File: src/rtl/act_unit_pipe.sv
// Two-stage, multi-lane activation unit: identity, PWL sigmoid/tanh, ReLU, leaky ReLU.
// Stage 1 captures |x|, sign, PWL segment and mode; stage 2 evaluates, clamps and flags saturation.
module act_unit_pipe #(
    parameter int unsigned W           = 16,
    parameter int unsigned FRAC        = 10,
    parameter int unsigned LANES       = 4,
    parameter int unsigned LEAKY_SHIFT = 3
) (
    input  logic                 clk,
    input  logic                 rst,
    input  logic [2:0]           mode,
    input  logic                 in_valid,
    output logic                 in_ready,
    input  logic [LANES*W-1:0]   z,
    output logic                 out_valid,
    input  logic                 out_ready,
    output logic [LANES*W-1:0]   dout,
    output logic                 sat
);

    localparam int unsigned WI = W + 2;

    localparam logic [2:0] M_IDENT = 3'b000;
    localparam logic [2:0] M_SIG   = 3'b001;
    localparam logic [2:0] M_TANH  = 3'b010;
    localparam logic [2:0] M_RELU  = 3'b011;
    localparam logic [2:0] M_LEAKY = 3'b100;

    localparam logic signed [WI-1:0] ONE  = WI'(1 << FRAC);
    localparam logic signed [WI-1:0] C0   = WI'(1 << (FRAC - 1));
    localparam logic signed [WI-1:0] C1   = WI'(5 << (FRAC - 3));
    localparam logic signed [WI-1:0] C2   = WI'(27 << (FRAC - 5));
    localparam logic signed [WI-1:0] B1   = WI'(1 << FRAC);
    localparam logic signed [WI-1:0] B2   = WI'(19 << (FRAC - 3));
    localparam logic signed [WI-1:0] B3   = WI'(5 << FRAC);
    localparam logic signed [WI-1:0] MAXP = {3'b000, {(W-1){1'b1}}};
    localparam logic signed [WI-1:0] MINN = {3'b111, {(W-1){1'b0}}};

    logic                 adv1;
    logic                 adv2;
    logic                 ld1;
    logic                 v1;
    logic [2:0]           mode1;
    logic [LANES*W-1:0]   dout_c;
    logic [LANES-1:0]     lane_sat;
    logic                 sat_c;

    // Handshake: a stage advances when its successor is empty or draining.
    assign adv2     = ~out_valid | out_ready;
    assign adv1     = ~v1 | adv2;
    assign in_ready = adv1;
    assign ld1      = adv1 & in_valid;
    assign sat_c    = |lane_sat;

    for (genvar g = 0; g < LANES; g++) begin : g_lane
        logic signed [WI-1:0] xe;
        logic signed [WI-1:0] t;
        logic signed [WI-1:0] a;
        logic                 ovf;
        logic                 neg;
        logic                 pre;
        logic [1:0]           seg;

        logic [W-1:0]         x1;
        logic signed [WI-1:0] a1;
        logic                 neg1;
        logic                 pre1;
        logic [1:0]           seg1;

        logic signed [WI-1:0] xs;
        logic signed [WI-1:0] f;
        logic signed [WI-1:0] sig;
        logic signed [WI-1:0] r;
        logic signed [WI-1:0] rc;
        logic                 rsv;
        logic                 clp;

        // Stage 1: tanh prescale by 2 (saturating), magnitude and PWL segment.
        always_comb begin
            xe  = WI'(signed'(z[g*W +: W]));
            t   = xe;
            ovf = 1'b0;
            if (mode == M_TANH) begin
                t = xe <<< 1;
                if (t > MAXP) begin
                    t   = MAXP;
                    ovf = 1'b1;
                end else if (t < MINN) begin
                    t   = MINN;
                    ovf = 1'b1;
                end
            end
            neg = t[WI-1];
            if (t == MINN) begin
                a   = MAXP;
                ovf = 1'b1;
            end else begin
                a = neg ? -t : t;
            end
            pre = ovf & ((mode == M_SIG) | (mode == M_TANH));
            if (a >= B3) begin
                seg = 2'd3;
            end else if (a >= B2) begin
                seg = 2'd2;
            end else if (a >= B1) begin
                seg = 2'd1;
            end else begin
                seg = 2'd0;
            end
        end

        always_ff @(posedge clk) begin
            if (ld1) begin
                x1   <= z[g*W +: W];
                a1   <= a;
                neg1 <= neg;
                pre1 <= pre;
                seg1 <= seg;
            end
        end

        // Stage 2: evaluate the beat's mode, then clamp to the signed W range.
        always_comb begin
            xs = WI'(signed'(x1));
            case (seg1)
                2'd3:    f = ONE;
                2'd2:    f = (a1 >>> 5) + C2;
                2'd1:    f = (a1 >>> 3) + C1;
                default: f = (a1 >>> 2) + C0;
            endcase
            sig = neg1 ? (ONE - f) : f;
            rsv = 1'b0;
            r   = '0;
            case (mode1)
                M_IDENT: r = xs;
                M_SIG:   r = sig;
                M_TANH:  r = (sig <<< 1) - ONE;
                M_RELU:  r = xs[WI-1] ? '0 : xs;
                M_LEAKY: r = xs[WI-1] ? (xs >>> LEAKY_SHIFT) : xs;
                default: begin
                    r   = '0;
                    rsv = 1'b1;
                end
            endcase
            rc  = r;
            clp = 1'b0;
            if (r > MAXP) begin
                rc  = MAXP;
                clp = 1'b1;
            end else if (r < MINN) begin
                rc  = MINN;
                clp = 1'b1;
            end
        end

        assign dout_c[g*W +: W] = rc[W-1:0];
        assign lane_sat[g]      = pre1 | clp | rsv;
    end

    always_ff @(posedge clk) begin
        if (rst) begin
            v1 <= 1'b0;
        end else if (adv1) begin
            v1 <= in_valid;
        end
    end

    always_ff @(posedge clk) begin
        if (ld1) begin
            mode1 <= mode;
        end
    end

    // Output register holds while the consumer stalls.
    always_ff @(posedge clk) begin
        if (rst) begin
            out_valid <= 1'b0;
            dout      <= '0;
            sat       <= 1'b0;
        end else if (adv2) begin
            out_valid <= v1;
            if (v1) begin
                dout <= dout_c;
                sat  <= sat_c;
            end
        end
    end

endmodule
File: config.mk
export PLATFORM = sky130hd
export DESIGN_NAME = act_unit_pipe
export DESIGN_NICKNAME = d
export VERILOG_FILES = /design/src/rtl/act_unit_pipe.sv
export SDC_FILE = /design/constraint.sdc
export NUM_CORES = 1
export LEC_CHECK = 0
export ABC_AREA = 1
export BUFFER_PORTS_ARGS = -buffer_cell sky130_fd_sc_hd__buf_2
export CAP_MARGIN = 20
export CORE_MARGIN = 4
export CORE_UTILIZATION = 40
export CTS_CLUSTER_SIZE = 14
export DETAILED_ROUTE_END_ITERATION = 7
export GPL_TIMING_DRIVEN = 0
export PLACE_DENSITY = 0.61
export SETUP_SLACK_MARGIN = 0.15
export SLEW_MARGIN = 10
export SYNTH_ARGS = -nofsm -noshare
export SYNTH_HDL_FRONTEND = slang
export SYNTH_SLANG_ARGS = --single-unit
File: constraint.sdc
create_clock -name clk -period 14 [get_ports clk]
set_clock_uncertainty 0.1 [all_clocks]
set_input_delay 2.8 -clock clk [delete_from_list [all_inputs] [get_ports clk]]
set_output_delay 2.8 -clock clk [all_outputs]
set_load 0.1 [all_outputs]
# == Word-level counts from Yosys, hierarchy flattened ==
# Cells that the tools add are included.
# op_classes
addsub,24
magnitude_cmp,28
eq_ne,22
muxes,81
bitwise_logic,18
reduce_logical,8
# ops
operator,n
$mux W18,28
$pmux W18 S5,4
$pmux W18 S3,4
$mux W16,8
$eq A18 B16 Y1 const B,4
$ge A18 B12 Y1 const B,4
$ge A18 B13 Y1 const B,4
$ge A18 B14 Y1 const B,4
$gt A18 B16 Y1 const B,4
$lt A18 B16 Y1 const B,4
$neg A18 Y18,4
$sub A12 B18 Y18 const A,4
$sub A18 B12 Y18 const B,4
$add A16 B11 Y17 const B,4
$gt A17 B16 Y1 const B,4
$lt A17 B16 Y1 const B,4
$add A15 B11 Y16 const B,4
$mux W15,4
$add A13 B11 Y14 const B,4
$mux W1,33
$eq A2 B2 Y1 const B,8
$or A1 B1 Y1,11
$eq A3 B2 Y1 const B,3
$eq A2 B1 Y1 const B,4
9 further kinds,18
# word_totals
regBits,222
in_bits,71
out_inout_bits,67
word_cells,210

# == Depth between registers and ports, before layout ==
# Gate-level depths: netlist of the first run.
# logic_depth
word_depth,12
ltp_mapped,29
ltp_nobuf,29

# == Worst setup path before layout of the first run ==
# Ideal clock, no wire load.
# synth_timing
path_kind,input to register
startpoint,in out_ready
endpoint,reg g_lane[0].a1[10] (enable)
setup_time_ns,0.499
arrival_time_ns,6.605
t_required_ns,13.401
path_slack_ns,6.796
stages,4
path_buffers,0
path_cell_list,inv_1 nand3_1 nand2_1 inv_1
# synth_between
elab_chain_cells,3
# synth_lines
item,line,source
start: declaration,16,"input logic out_ready,"
$or A1 B1 Y1,49,assign adv2 = ~out_valid | out_ready;
$or A1 B1 Y1,50,assign adv1 = ~v1 | adv2;
named net in_ready,13,"output logic in_ready,"
$and A1 B1 Y1,52,assign ld1 = adv1 & in_valid;
named net ld1,41,logic ld1;
end signal: assignment,115,a1 <= a;
end: declaration,65,logic signed [WI-1:0] a1;
# The timed path passes the listed nets, and every way through them passes these cells.
# A chain may end at the register's enable or synchronous reset.

# == Final worst setup path of the first run ==
# layout_timing
startpoint,in out_ready
endpoint,out in_ready
# layout_between
elab_chain_cells,2
# layout_lines
item,line
$or A1 B1 Y1,49
$or A1 B1 Y1,50
end: declaration,13
# No other way between the ends.

==> results of run 1 <==
routing by layer:
layer,part of all wire (%),vias to the layer above,track usage (%)
li1,-,9148,-
met1,44,8468,32.75
met2,44,726,38.51
met3,8.4,113,4.291
met4,3.0,0,6.867
met5,0,-,0
synthesized netlist by cell type, types with 7 or more instances:
| library cell | number | area share, % |
|---|---|---|
| o22ai_1 | 10 | 0.36 |
| nor2_1 | 244 | 5.2 |
| buf_4 | 8 | 0.34 |
| a21oi_2 | 10 | 0.50 |
| or2_2 | 10 | 0.36 |
| inv_1 | 283 | 6.0 |
| nor2_2 | 19 | 0.67 |
| dfxtp_1 | 67 | 7.6 |
| buf_1 | 11 | 0.23 |
| xor2_1 | 49 | 2.4 |
| o2111ai_1 | 18 | 0.89 |
| nand2_2 | 22 | 0.78 |
| o221ai_1 | 13 | 0.65 |
| a21oi_1 | 132 | 3.8 |
| nand3b_1 | 7 | 0.30 |
| o21ai_1 | 28 | 0.80 |
| nor3_1 | 20 | 0.57 |
| a31oi_1 | 7 | 0.25 |
| buf_6 | 8 | 0.51 |
| clkbuf_1 | 48 | 1.0 |
| nand4_1 | 38 | 1.3 |
| nor2_4 | 8 | 0.51 |
| o21ai_0 | 210 | 6.0 |
| nand3_1 | 235 | 6.7 |
| inv_2 | 21 | 0.45 |
| nand2_1 | 745 | 16 |
| xnor2_1 | 17 | 0.85 |
| nor3_2 | 7 | 0.40 |
| ha_1 | 44 | 3.1 |
| or2_1 | 7 | 0.25 |
| o211ai_1 | 38 | 1.6 |
| edfxtp_1 | 147 | 25 |
| buf_2 | 20 | 0.57 |
area by class of cell:
class,instances,area share (%)
flip-flops and latches,214,29.00
multi-input cells,2015,51.48
repair buffers,138,3.593
inverters,312,5.988
clock buffers,30,3.398
clock inverters,15,0.4791
plain buffers,95,2.376
well taps,585,3.688
state kept, by name, summed over array words and instances, names as in the netlist, 3 cells and up:
name	flops
dout	64
g_lane.a1	64
g_lane.neg1	4
g_lane.pre1	4
g_lane.seg1	8
g_lane.x1	64
mode1	3
stage by stage:
step / hold slack [ns] / utilization, % / setup WS (ns)
final: 0.3816 / 45.88 / 7.622
after global routing: 0.4014 / 45.88 / 7.425
after CTS: 0.3841 / 45.86 / 7.615
after detailed placement: 0.3740 / 44.09 / 7.379
after global placement: 0.3674 / 44.01 / 5.942
after floorplan: 0.4708 / - / 6.796
power by group through the flow:
stage / Sequential (uW) / Combinational [uW] / Clock [uW]
after floorplan: 879 / 398 / 0
after global placement: 788 / 655 / 0
after detailed placement: 784 / 663 / 0
after CTS: 771 / 666 / 634
after global routing: 777 / 742 / 661
final: 772 / 673 / 621
cells by family (layout without fill, tap and decap cells):
kind of cell / count (synthesis) / count (layout) / synth area share [%]
adders and majority gates: 44 / 44 / 3.125
DFF: 214 / 214 / 32.67
xor gates and xnor gates: 66 / 66 / 3.281
other: 1 / 4 / 0.02129
and+or+nand+nor: 1381 / 1381 / 33.99
buffers and inverters: 407 / 590 / 9.383
AOI/OAI and AO/OA: 520 / 520 / 17.52
critical path, cell delays in order:
cell and delay [ns]:
buf_2 0.07, inv_1 0.04, nand3_1 0.11, buf_2 0.45
path summary, 6_finish.rpt:
check,startpoint,to,slack [ns],depth (start not counted)
max reg2reg,g_lane[0].seg1[0],sat,9.93,27
min,dout[31],dout[31],0.38,2
min reg2reg,dout[31],dout[31],0.38,2
max,out_ready,in_ready,7.62,4
==> results_dict.tcl, run 1 <==
set metrics [dict create \
    first_pass_iters 6 \
    postRouteAntennaNets 0 \
    die-area_sq_um 47460 \
    ys.flop_type "edfxtp_1" \
    rsz0062_at_grt "no" \
    clock_sinks 214 \
    die_h_microns 217.9 \
    clockRootBuffer "clkbuf_16" \
    syn2layout_area_growth_pct 12.68 \
    critPathKind "primary input to primary output" \
    path_clk_slew_ns 0.07 \
    fin_nets 2916 \
    internal_power_uw 1259 \
    place_hpwl_microns 46020 \
    vias_per_cell 5.422 \
    core_sq_um 43270 \
    dp.cells 3358 \
    cts_tree "built" \
    track_usage_pct 23.81 \
    ctsResizeCount 0 \
    setup_viol 0 \
    io_buffers 136 \
    cts_made_buffers 25 \
    seq_area_sq_um 5756 \
    pwr-share-comb_pct 32.6 \
    drt-initial-drc-count 1595 \
    synthCells 2633 \
    grt_max_degree 87 \
    io_pins 138 \
    crit_arrival_ns 3.48 \
    synth.distinct_cells 65 \
    yosysSeqAreaShare_pct 32.67 \
    drv_slew 0 \
    p_sw_uw 805.5 \
    multi_input_area_sq_um 10220 \
    synthArstFlopShare_pct 0 \
    nFillCells 4438 \
    netSwitchingFraction_pct 39.01 \
    die-width_microns 217.9 \
    antenna_found_initial 1 \
    drc 0 \
    cp_max_fo 3 \
    final_common_cell "nand2_1" \
    grt_pass1_wl_microns 90620 \
    insertedDiodeCount 0 \
    place.gp.congestion 0.9090 \
    start_util_pct 40.71 \
    drv_cap 0 \
    relSlewSlack_pct 24.31 \
    power_density_nw_per_um2 104.0 \
    leakage_uw 0.009046 \
    postCtsHoldBufs 0 \
    start_kind "primary input" \
    h-tree-depth 1 \
    placed_area_sq_um 19070 \
    status "completed" \
    post-route-min-period_ns 6.378 \
    synth_seq_cells 214 \
    pwr-share-clk_pct 30.1 \
    min_path_type "flip-flop to flip-flop" \
    avgSynthCellArea_sq_um 6.690 \
    crit_path_end_kind "primary output" \
    finalWirelength_microns 58720 \
    finalPower_uw 2065 \
    clock.fmax_mhz 156.8 \
    final_cell_area_sq_um 19850 \
    clk_latency_ns 0.55 \
    period_share_pct 45.55 \
    via_count 18460 \
    tightest_slew_ns 1.127 \
    cts_max_path_buffers 3 \
    crit_required_ns 11.10 \
    peakVddDrop_v 0.00007992 \
    synth_edf_count 147 \
    row_count 76 \
    syn-cell-area_sq_um 17620 \
    grt_pass1_vias 16750 \
    p_seq_share_pct 37.4 \
    layout_common_cells "745 x nand2_1, 282 x inv_1, 244 x nor2_1" \
    finalHoldViolations 0 \
    yosys_warnings 0 \
    post_cts_buffers 0 \
    wl_per_cell_microns 17.25 \
    finalSetupTns_ns 0 \
    layout-drive-gt1-share_pct 12.10 \
    grt.overflow.total 0 \
    final_cells 3404 \
]
No activity file was read; power rests on OpenSTA's default activity.
==> inputs of run 2 (changes only) <==
- PLACE_DENSITY: 0.61 -> 0.63
- clock period: 14 -> 5.2 ns (I/O delays scaled with it)
==> run 2 against run 1 <==
Combinational power rose to 2.7 times the previous value; worst hold slack got worse by 0.019 ns; non-clock buffer count rose by 3; first-iteration DRC count is 4.7% lower; via count unchanged; final cell count grew 0.12%; die area is the same; critical path depth increased by 19; sequential cell count is the same; clock-buffer cell count rose by 5; setup slack got worse by 6.7 ns; clock power rose to 2.9 times the previous value; critical path type is now primary input to flip-flop; largest cell class unchanged; highest routed layer unchanged.
==> results_dict.tcl, run 2 (synthesis gave the netlist of run 1 again) <==
set metrics [dict create \
    status "completed" \
    place_ws_ns 0.3891 \
    path_cells "buf_2, nor3_4, buf_6, buf_4, o211ai_1, o21ai_1, ha_1, inv_1, nor3_1, nand2_1, nor2_1, nand2_1, nor3_2, inv_2, nor2_2, nand2_1, buf_2, o21ai_1, a21oi_1, nor2_1, nand2_1, o31ai_1, nand2_1" \
    path_delay_family "simple AND/OR/NAND/NOR gates" \
    leakage_uw 0.009109 \
    layout_common_cells "745 x nand2_1, 282 x inv_1, 244 x nor2_1" \
    power_density_nw_per_um2 284.7 \
    seq_area_sq_um 5756 \
    rsz0062_at_grt "no" \
    r2r_slack_ns 1.15 \
    setup_viol 0 \
    first_pass_iters 6 \
    ctsResizeCount 0 \
    drv_slew 0 \
    postRouteAntennaNets 0 \
    drv_cap 0 \
    row_count 76 \
    die-width_microns 217.9 \
    grt.overflow.total 0 \
    relSlewSlack_pct 31.26 \
    top_regs "dout: 64 flops, g_lane.a1: 64 flops, g_lane.x1: 64 flops" \
    finalHoldViolations 0 \
    post-route-min-period_ns 4.249 \
    via_count 18460 \
    finalSetupTns_ns 0 \
    layout_setup_ws_ns 0.9514 \
    cp_max_fo 10 \
    start_util_pct 40.71 \
    die-area_sq_um 47460 \
    worstRegToRegCells 27 \
    drt-initial-drc-count 1520 \
    r2r_end "sat" \
    crit_buf_inv 6 \
    antenna_found_initial 2 \
    peakVddDrop_v 0.0002524 \
    startpoint "mode[0]" \
    finalWirelength_microns 58770 \
    track_usage_pct 23.80 \
    clockRootBuffer "clkbuf_16" \
    cts_max_path_buffers 3 \
    cts_made_buffers 25 \
    postCtsHoldBufs 0 \
    crit_top_cell "nand2_1" \
    critPathMaxStageDelay_ns 0.37 \
    critPathCapture "g_lane[0].seg1[0]" \
    min_path_type "flip-flop to flip-flop" \
    crit_arrival_ns 4.42 \
    path_depth 23 \
    grt_max_degree 40 \
    multi_input_area_sq_um 10220 \
    wl_per_cell_microns 17.25 \
    period_share_pct 81.70 \
    final_common_cell "nand2_1" \
    cts_tree "built" \
    grt_pass1_vias 16850 \
    syn2layout_area_growth_pct 13.42 \
    layout-drive-gt1-share_pct 12.30 \
    clock_sinks 214 \
    path_clk_slew_ns 0.06 \
    clk_latency_ns 0.56 \
    grt_pass1_wl_microns 90920 \
    nFillCells 4448 \
    final_core_util_pct 46.18 \
    fin_nets 2919 \
    place_hpwl_microns 46310 \
    clock.fmax_mhz 235.4 \
    tightest_slew_ns 1.023 \
    core_sq_um 43270 \
    post_cts_buffers 0 \
    start_kind "primary input" \
    io_buffers 136 \
    die_h_microns 217.9 \
    vias_per_cell 5.415 \
    drc 0 \
    io_pins 138 \
    h-tree-depth 1 \
    critPathKind "primary input to flip-flop" \
    r2r-start "g_lane[0].seg1[1]" \
    place.gp.congestion 0.9481 \
    crit_required_ns 5.38 \
    crit_path_top_delay_cell "nor3_4" \
    crit_path_end_kind "flip-flop" \
    finalPower_uw 5688 \
]
[run 2: cell types whose count changed in the layout (fill, tap and decap cells not counted), moves of 2 or more]
| cell | previous run | this run |
|---|---|---|
| buf_12 | 0 | 4 |
| clkinv_4 | 4 | 0 |
| clkbuf_4 | 0 | 3 |
| clkinv_1 | 8 | 5 |
| bufinv_16 | 0 | 2 |
| clkbuf_16 | 25 | 27 |
[run 2: power by group]
group	internal (uW)	switching, uW	total [uW]
clock network	1090	708	1800
registers	1970	103	2080
logic	491	1320	1810
[run 2: stage by stage]
step	instance area [sq um]	std cells	hold slack (ns)
floorplan	17640	2636	0.4708
global placement	19050	3357	0.3567
detailed placement	19130	3361	0.3557
CTS	19970	3406	0.3645
global route	19980	3407	0.3883
finish	19980	3408	0.3621
[run 2: worst min path at each step]
stage	start	endpoint	slack, ns	cells after the start
finish	dout[63]	dout[63]	0.36	2
detailed placement	dout[63]	dout[63]	0.36	2
floorplan	g_lane[2].x1[0]	dout[32]	0.47	4
CTS	dout[63]	dout[63]	0.36	2
global placement	dout[63]	dout[63]	0.36	2
global route	dout[63]	dout[63]	0.39	2
[run 2: layer usage]
metal  part of all wire [%]  up-vias  track usage, %
met2                     44      721           37.96
met1                     45     8479           33.41
met3                    8.0      111           3.260
li1                       -     9144               -
met5                      0        -               0
met4                    3.4        0           7.858
[run 2: worst reg2reg max path, cell delays in order (launching register included)]
cell and delay, ns:
edfxtp_1 0.53, inv_4 0.21, nand2_8 0.10, or2_1 0.23, nand2_2 0.13, ha_1 0.16, inv_1 0.05, nor3_2 0.24
nand3_1 0.12, nor2_2 0.16, nand4_1 0.09, nand2_1 0.15, ha_1 0.18, inv_1 0.04, nor2_1 0.19, nand2_2 0.08
nor2_2 0.12, nand2_1 0.06, nand2_1 0.05, nand3_1 0.09, nand2_1 0.09, nand2_1 0.07, nand2_2 0.15, nand2_1 0.07
nor2_1 0.25, nand3_1 0.15, nand2_1 0.08, inv_1 0.03
[run 2: cell type report]
class / count / area share, %
Antenna cell: 1 / 0.01253
Tap cell: 585 / 3.664
Inverter: 312 / 5.931
Clock inverter: 10 / 0.5323
Timing Repair Buffer: 141 / 3.833
Buffer: 95 / 2.361
Multi-Input combinational cell: 2015 / 51.17
Sequential cell: 214 / 28.81
Clock buffer: 35 / 3.689
==> inputs of run 3 (changes only) <==
- ABC_AREA: 1 -> 0
- clock period: 5.2 -> 3.64 ns (I/O delays scaled with it)
==> run 3 against run 2 <==
Die area shrank 0.50%; largest cell class unchanged; routed wire length is 13% higher; register-to-register slack worse by 1.8 ns; the flow now finishes with violations (design-rule violations, negative setup slack); core utilization up 13 points; highest routed layer is now met5; synthesized cell count shrank 18%; clock-buffer cell count down 9.
==> results_dict.tcl, run 3 <==
set metrics [dict create \
    status "complete, but fails checks" \
    violations "design-rule violations, negative setup slack" \
    h-tree-depth 1 \
    grt_max_degree 70 \
    clockRootBuffer "clkbuf_16" \
    layout_setup_ws_ns -0.7914 \
    place_ws_ns -3.728 \
    rsz0062_at_grt "yes" \
    relSlewSlack_pct 20.01 \
    clk_latency_ns 0.56 \
    synth_edf_count 147 \
    synth_top_family_by_area "compound AO/OA/AOI/OAI gates" \
    pwr-share-comb_pct 40.5 \
    cts_max_path_buffers 3 \
    fin_nets 2687 \
    nFillCells 3774 \
    synth_area_leaders "edfxtp_1 25%, dfxtp_1 7.7%, a21oi_1 5.6%, nor2_1 5.5%, xnor2_1 5.0%" \
    synth_seq_cells 214 \
    path_clk_slew_ns 0.07 \
    leakage_uw 0.009727 \
    cts_made_buffers 25 \
    pwr-share-clk_pct 29.1 \
    peakVddDrop_v 0.0002944 \
    p_seq_share_pct 30.4 \
    critPathKind "primary input to flip-flop" \
    start_kind "primary input" \
    drt-initial-drc-count 1654 \
    start_util_pct 40.60 \
    track_usage_pct 26.19 \
    period_share_pct 121.7 \
    min_path_type "primary input to flip-flop" \
    tightest_slew_ns 1.187 \
    internal_power_uw 6131 \
    p_sw_uw 3618 \
    post-route-min-period_ns 4.431 \
    core_sq_um 43170 \
    die-width_microns 217.3 \
    finalWirelength_microns 66450 \
    wl_per_cell_microns 20.92 \
    setup_viol 129 \
    ys.flop_type "edfxtp_1" \
    syn2layout_area_growth_pct 45.31 \
    grt_pass1_wl_microns 99280 \
    final_common_cell "nor2_1" \
    synthArstFlopShare_pct 0 \
    netSwitchingFraction_pct 37.11 \
    syn-cell-area_sq_um 17530 \
    finalHoldViolations 0 \
    synth_compound_area_share_pct 27.63 \
    synth.distinct_cells 101 \
    cp_max_fo 4 \
    synthSimpleGateAreaFrac_pct 20.40 \
    place_hpwl_microns 46680 \
    row_count 76 \
    avgSynthCellArea_sq_um 8.102 \
    place.gp.congestion 0.9526 \
    multi_input_area_sq_um 13640 \
    top_regs "dout: 64 flops, g_lane.a1: 64 flops, g_lane.x1: 64 flops" \
    synth_xor_area_share_pct 7.889 \
    startpoint "mode[0]" \
    yosysMostFrequentCell "nor2_1" \
    grt.overflow.total 0 \
    min_from "z[29]" \
    die_h_microns 217.3 \
    power_density_nw_per_um2 382.8 \
    postRouteAntennaNets 0 \
    layout-drive-gt1-share_pct 36.18 \
    cts_tree "built" \
    synth_fa_ha_area_share_pct 3.141 \
    drv_slew 0 \
    grt_pass1_vias 18030 \
    crit_required_ns 3.85 \
    synth_top_area_share_pct 25.19 \
    clock_sinks 214 \
    drc 9 \
    io_pins 138 \
    antenna_found_initial 3 \
    first_pass_iters 8 \
    yosys-mux-area-fraction_pct 2.949 \
    seq_area_sq_um 5756 \
    via_count 19020 \
    clock.fmax_mhz 225.7 \
    synthCells 2163 \
    crit_arrival_ns 4.64 \
    synth_commonest_cells "255 x nor2_1, 217 x nand2_1, 196 x a21oi_1" \
    r2r-start "g_lane[3].a1[12]" \
    drv_cap 0 \
    finalPower_uw 9748 \
    die-area_sq_um 47230 \
    io_buffers 136 \
    synth.largest_area_cell "edfxtp_1" \
    yosysSeqAreaShare_pct 32.84 \
    yosys_warnings 0 \
    layout_common_cells "228 x nor2_1, 154 x nand2_1, 152 x buf_4" \
    vias_per_cell 5.990 \
    crit_path_end_kind "flip-flop" \
]
run 3: changes by cell type in the layout (fill, tap and decap cells not counted), moves of 35 or more:
cell / before / now
nand2_1: 745 / 154
inv_1: 282 / 59
nand3_1: 234 / 19
buf_4: 8 / 152
o21ai_0: 210 / 125
buf_6: 8 / 92
xnor2_1: 17 / 85
a211oi_2: 1 / 48
mux2i_1: 0 / 35
run 3: worst paths after layout:
path	endpoint	slack, ns	cells past startpoint
worst max-delay path	g_lane[2].seg1[0]	-0.79	23
worst min register to register	dout[33]	0.40	2
worst min-delay path	g_lane[1].x1[13]	0.29	1
worst max register to register	sat	-0.65	15
run 3: cells by family after synthesis:
logic type | count (synthesis)
simple gates | 750
compound gates | 736
flops | 214
buf+inv | 210
xor+xnor | 157
mux | 51
fa+ha+maj | 44
other cells | 1
run 3: cell type report:
class / instances / share of cell area, %
Antenna cell: 1 / 0.009826
Buffer: 136 / 4.043
Clock buffer: 26 / 2.471
Clock inverter: 19 / 1.150
Inverter: 72 / 1.086
Multi-Input combinational cell: 1742 / 53.58
Sequential cell: 214 / 22.60
Tap cell: 585 / 2.874
Timing Repair Buffer: 381 / 12.19
run 3: worst max-delay path: stages:
cell       delay, ns
buf_12          0.10
or3b_4          0.39
clkbuf_16       0.17
clkbuf_16       0.14
clkbuf_16       0.14
buf_12          0.12
buf_12          0.11
buf_12          0.11
clkbuf_16       0.14
buf_12          0.12
buf_12          0.12
mux2i_1         0.15
ha_2            0.24
nand2_2         0.07
a2111oi_4       0.22
and2_4          0.22
nand2_4         0.06
or4_4           0.50
buf_8           0.15
buf_6           0.11
a41oi_2         0.23
nor3_2          0.09
a21bo_2         0.20
run 3: power groups by stage:
stage	sequential (uW)	clock [uW]	combinational, uW
finish	2970	2840	3940
global route	2980	2990	4190
CTS	2960	2890	3500
detailed placement	3020	0	2870
global placement	3010	0	2830
floorplan	3380	0	1800
run 3: what timing repair did:
action / CTS / global route
endpoints found under the hold margin: 0 / 0
hold buffers: 0 / 0
buffers inserted: 174 / 60
cloned: 8 / 1
setup endpoints to repair: 140 / 137
gates resized for setup: 356 / 271
pin swaps: 133 / 123
run 3: routing by layer:
metal | vias to the layer above | GRT usage, % | wire length (microns)
met2 | 945 | 43.04 | 31020
met4 | 4 | 11.09 | 3007
met3 | 186 | 4.398 | 5840
met1 | 9039 | 34.23 | 26560
li1 | 8850 | - | -
met5 | - | 0 | 26
run 3: stage by stage:
stage                     setup TNS (ns)  cells  instance area (sq um)  hold WS [ns]  util (%)
after detailed placement         -206.35   2889                  19880        0.3905     46.04
after floorplan                   -33.45   2166                  18410        0.3960         -
after global routing              -62.58   3175                  25460        0.2739     58.98
final                             -45.34   3176                  25470        0.2940     58.99
after global placement           -193.83   2887                  19820        0.3882     45.91
after CTS                         -44.40   3115                  23790        0.2626     55.11
